File: config.mk
export PLATFORM = sky130hd
export DESIGN_NAME = matvec_engine
export DESIGN_NICKNAME = d
export VERILOG_FILES = /design/src/rtl/matvec_engine.sv
export SDC_FILE = /design/constraint.sdc
export NUM_CORES = 1
export LEC_CHECK = 0
export CORE_MARGIN = 1
export CORE_UTILIZATION = 55
export CTS_BUF_LIST = sky130_fd_sc_hd__clkbuf_8
export CTS_CLUSTER_DIAMETER = 120
export DETAILED_ROUTE_END_ITERATION = 8
export PLACE_DENSITY = 0.79
export SETUP_SLACK_MARGIN = 0.05
export SLEW_MARGIN = 20
export SYNTH_ARGS = -nofsm -noshare
export SYNTH_HDL_FRONTEND = slang
export SYNTH_SLANG_ARGS = --single-unit
File: constraint.sdc
create_clock -name clk -period 6.7 [get_ports clk]
set_input_delay 0.67 -clock clk [delete_from_list [all_inputs] [get_ports clk]]
set_output_delay 0.67 -clock clk [all_outputs]
set_load 0.02 [all_outputs]
File: src/rtl/matvec_engine.sv
// 3x3 int8 matrix times 3-element column: three row MACs over 3 cycles; y_valid follows acceptance edge T at edge T+3.
// b_ready only in READY; y_data held until y_ready; A loads during CALC/OUT wait in a pending slot.
module matvec_engine #(
  parameter int ACC_W  = 18,
  parameter int SIGNED = 1
) (
  input  logic               clk,
  input  logic               rst,
  input  logic [71:0]        a_in,
  input  logic               a_load,
  input  logic               b_valid,
  input  logic [23:0]        b_data,
  output logic               b_ready,
  output logic               y_valid,
  output logic [3*ACC_W-1:0] y_data,
  input  logic               y_ready,
  output logic               a_loaded
);

  typedef enum logic [1:0] {S_IDLE, S_READY, S_CALC, S_OUT} state_t;

  state_t             r_state;
  state_t             w_next;
  logic [71:0]        r_a;
  logic [71:0]        r_pend;
  logic               r_pend_flag;
  logic [23:0]        r_b;
  logic [1:0]         r_k;
  logic [ACC_W-1:0]   r_acc [3];
  logic               r_a_loaded;

  logic               w_b_hs;
  logic               w_y_hs;
  logic [7:0]         w_a_el [3][3];
  logic [7:0]         w_b_el [3];
  logic signed [17:0] w_p18 [3];
  logic [ACC_W-1:0]   w_prod [3];

  function automatic logic signed [8:0] ext8(input logic [7:0] v);
    return (SIGNED != 0) ? {v[7], v} : {1'b0, v};
  endfunction

  assign w_b_hs   = b_valid && (r_state == S_READY);
  assign w_y_hs   = y_ready && (r_state == S_OUT);
  assign y_data   = {r_acc[0], r_acc[1], r_acc[2]};
  assign a_loaded = r_a_loaded;

  always_ff @(posedge clk or negedge rst) begin
    if (!rst) r_state <= S_IDLE;
    else      r_state <= w_next;
  end

  always_comb begin
    w_next  = r_state;
    b_ready = 1'b0;
    y_valid = 1'b0;
    case (r_state)
      S_IDLE:  if (a_load) w_next = S_READY;
      S_READY: begin
        b_ready = 1'b1;
        if (w_b_hs) w_next = S_CALC;
      end
      S_CALC:  if (r_k == 2'd2) w_next = S_OUT;
      S_OUT: begin
        y_valid = 1'b1;
        if (w_y_hs) w_next = S_READY;
      end
      default: w_next = S_IDLE;
    endcase
  end

  // Unpack row-major A (a00 in the top byte) and the column vector.
  always_comb begin
    for (int r = 0; r < 3; r++) begin
      w_b_el[r] = r_b[23-8*r -: 8];
      for (int c = 0; c < 3; c++) begin
        w_a_el[r][c] = r_a[71-8*(3*r+c) -: 8];
      end
    end
  end

  // 9x9 products fit an 18-bit signed value; resize sign-extends or wraps to ACC_W.
  always_comb begin
    for (int r = 0; r < 3; r++) begin
      w_p18[r]  = 18'(ext8(w_a_el[r][r_k])) * 18'(ext8(w_b_el[r_k]));
      w_prod[r] = ACC_W'(w_p18[r]);
    end
  end

  always_ff @(posedge clk or negedge rst) begin
    if (!rst) begin
      r_a         <= '0;
      r_pend      <= '0;
      r_pend_flag <= 1'b0;
      r_b         <= '0;
      r_k         <= '0;
      r_a_loaded  <= 1'b0;
      for (int r = 0; r < 3; r++) r_acc[r] <= '0;
    end else begin
      case (r_state)
        S_IDLE: begin
          if (a_load) begin
            r_a        <= a_in;
            r_a_loaded <= 1'b1;
          end
        end
        S_READY: begin
          if (a_load) r_a <= a_in;
          if (w_b_hs) begin
            r_b <= b_data;
            r_k <= 2'd0;
            for (int r = 0; r < 3; r++) r_acc[r] <= '0;
          end
        end
        S_CALC: begin
          for (int r = 0; r < 3; r++) r_acc[r] <= r_acc[r] + w_prod[r];
          r_k <= (r_k == 2'd2) ? 2'd0 : r_k + 2'd1;
          if (a_load) begin
            r_pend      <= a_in;
            r_pend_flag <= 1'b1;
          end
        end
        S_OUT: begin
          // The in-flight column keeps the old A; swap only as we return to READY.
          if (w_y_hs) begin
            if (a_load) begin
              r_a         <= a_in;
              r_pend_flag <= 1'b0;
            end else if (r_pend_flag) begin
              r_a         <= r_pend;
              r_pend_flag <= 1'b0;
            end
          end else if (a_load) begin
            r_pend      <= a_in;
            r_pend_flag <= 1'b1;
          end
        end
        default: ;
      endcase
    end
  end

endmodule

==> metrics.txt <==
drt total wl between 40 and 50 mm; Worst Setup Path Type flop to flop; die area around 36000 sq um; xor/xnor share of the synthesized area ~3.9%; fin crit share between 90% and 100%; Async SR Flop Fraction 100%; multiplexer area fraction after synthesis 11.1%; drt first-iter violations between 1000 and 1500; Placed Area 21700 sq um; Layout fillers between 2000 and 3000; Vias about 15000; R2R depth 30; area of the multi-input gates around 13000 sq um; global-route wire length before repair 75.3 mm; syn nets 2418; final instance area around 23000 sq um; Hold/Removal Path Class flop to flop; Placer Congestion 0.928; Period minus WS final ~6.6 ns; leading area contributor after synthesis dfrtp_1; Post-synth top flop dfrtp_1; routed vias/inst 5.48; Yosys reg bits about 230; setup violators final 0; CTS clk-pin slew, worst paths 0.06 ns; Final nets between 2000 and 3000; cell family with most CP delay adder cells; clock sinks 228; post-DP HPWL about 35 mm; Die Y about 190 um; WL/cell 17.1 um; largest net degree at the start of global routing about 170; Final ANT Viol Nets 0; IO Count between 150 and 200; Core Region roughly 34000 sq um; Die Width roughly 190 um; element type at the critical path end flop; fmax approximately 0.15 GHz; area share of the largest cell type after synthesis roughly 30%; # diodes 0; CP Data Required Time 7.16 ns; top-count cell post-synth nor2_1; Worst Hold End a_loaded$_DFFE_PN0P_; largest family of logic cells by synthesized area adder cells; Port Buf Inserts roughly 160; register area share after synthesis between 20% and 30%; clock tree buffer depth 3; Crit-path slowest cell fa_1; Synth Area in Adders around 27%; R2R setup slack between 0.1 and 0.15 ns; DRC viols 0; Slew Viols, Final 0; initial antenna violation count 0; CTS tree done; Pre-antenna DRT Iters 7; WP buf/inv 5; grt total ovfl 0; starting density of the core a little under three fifths; Worst EP arrival between 7 and 8 ns; Hold Crit Start a_loaded$_DFFE_PN0P_; clk_lat worst skew approximately 0.60 ns; Worst path max stage delay approximately 0.49 ns; Synth cell types 59; Mapped Cells between 2000 and 2500; vias in the first global route ~15000; crit path max fanout 8; Post-Route Skew ~0.030 ns; Area contributors post-synth dfrtp_1 (30%), fa_1 (17%), ha_1 (9.3%); Fin. Hold Viols 0; max_cap viols 0; num rows 68; unrepaired setup endpoints after global routing yes; Syn-to-layout area delta 20.6%; Tightest Pin Transition approximately 1.1 ns; TritonCTS buffer count 40; post-synthesis compound-gate area fraction 11.0%; share of layout cells above drive strength 1 ~15%; Slew headroom 28.6%; Reg area around 5700 sq um; H-Tree Level Count 2; Hold Path Stages 1; Post-synth EDFFs 0; Syn. warnings 0; simple-gate area share of the yosys netlist between 10% and 20%; R2R Path End y_data[17]$_DFFE_PN0P_; Root Buffer clkbuf_8; reg2reg start r_k[0]$_DFFE_PN0P_; startpoint class of the critical path flop; Commonest cells post-synth nor2_1 (279), inv_1 (277), dfrtp_1 (228); status complete, no violations; syn avg cell area approximately 9.6 sq um; GRT Overall Usage 26.2%; Mapped Area 19200 sq um; CP Depth 30
[registers in the layout, indices dropped and copies added (netlist names)]
register,count
r_state,2
r_pend,72
r_b,24
r_a,72
a_loaded,1
r_pend_flag,1
r_k,2
y_data,54
[per-layer routing]
metal,up-vias,wire length [um],global-route usage (%)
li1,7036,-,-
met4,0,1210,8.44
met1,7332,21000,36.6
met5,-,0,0
met3,81,2560,3.95
met2,422,21600,42.0
[layout by cell type, fill, tap and decap left out, types with 10 or more instances in the layout]
cell type and count:
mux2i_1 102, or3_1 14, xor2_1 26, buf_4 81
and2_1 10, a21oi_1 125, ha_1 136, mux2_2 96
nand2_1 99, or2_2 11, nand3_1 13, o21ai_0 39
nor3_1 15, o21ai_1 36, dfrtp_1 227, nor2_1 275
nand2b_1 13, fa_1 166, a211oi_1 10, inv_1 292
clkdlybuf4s50_1 156, a21oi_2 30, clkbuf_8 48, o21bai_1 11
a21o_1 32, xnor2_1 58
[final cells by class]
type	count	area share [%]
flip-flops and latches	228	24.6
inverters	278	4.50
clock inverters	20	0.475
repair buffers	258	10.8
well taps	455	2.46
clock buffers	48	2.85
multi-input cells	1428	54.3
[stage by stage]
step / setup slack, ns / TNS, ns / instances / util [%] / hold slack (ns)
2_1_floorplan: 0.0540 / 0 / 2006 / - / 0.374
3_3_place_gp: 0.193 / 0 / 2616 / 63.1 / 0.448
3_5_place_dp: 0.00756 / 0 / 2616 / 63.1 / 0.447
4_1_cts: 0.0333 / 0 / 2687 / 65.5 / 0.466
5_1_grt: -0.113 / -0.219 / 2715 / 67.3 / 0.485
6_report: 0.148 / 0 / 2715 / 67.3 / 0.461
[what timing repair did]
action | 4_1_cts | 5_1_grt
hold buffers | 1 | 0
pin swaps | 0 | 24
cloned | 0 | 2
setup endpoints to repair | 3 | 14
setup buffers | 2 | 26
gates resized for setup | 5 | 81
endpoints found under the hold margin | 10 | 0
[cells by family (layout without fill, tap and decap cells)]
logic type      Yosys count  count (layout)
simple gates            484             484
buf+inv                 350             604
compound gates          346             346
fa+ha+maj               311             311
flops                   228             228
mux                     202             202
xor+xnor                 85              85
[how the worst max path moves through the flow]
stage	from	endpoint	slack, ns
2_1_floorplan	r_k[0]$_DFFE_PN0P_	y_data[35]$_DFFE_PN0P_	0.05
3_3_place_gp	r_k[0]$_DFFE_PN0P_	y_data[35]$_DFFE_PN0P_	0.19
3_5_place_dp	r_k[0]$_DFFE_PN0P_	y_data[35]$_DFFE_PN0P_	0.008
4_1_cts	r_k[0]$_DFFE_PN0P_	y_data[17]$_DFFE_PN0P_	0.03
5_1_grt	r_k[0]$_DFFE_PN0P_	y_data[17]$_DFFE_PN0P_	-0.11
6_report	r_k[0]$_DFFE_PN0P_	y_data[17]$_DFFE_PN0P_	0.15
Power is not shown: default switching activity piles up to over one toggle a cycle in this logic, so the estimate is an artifact.
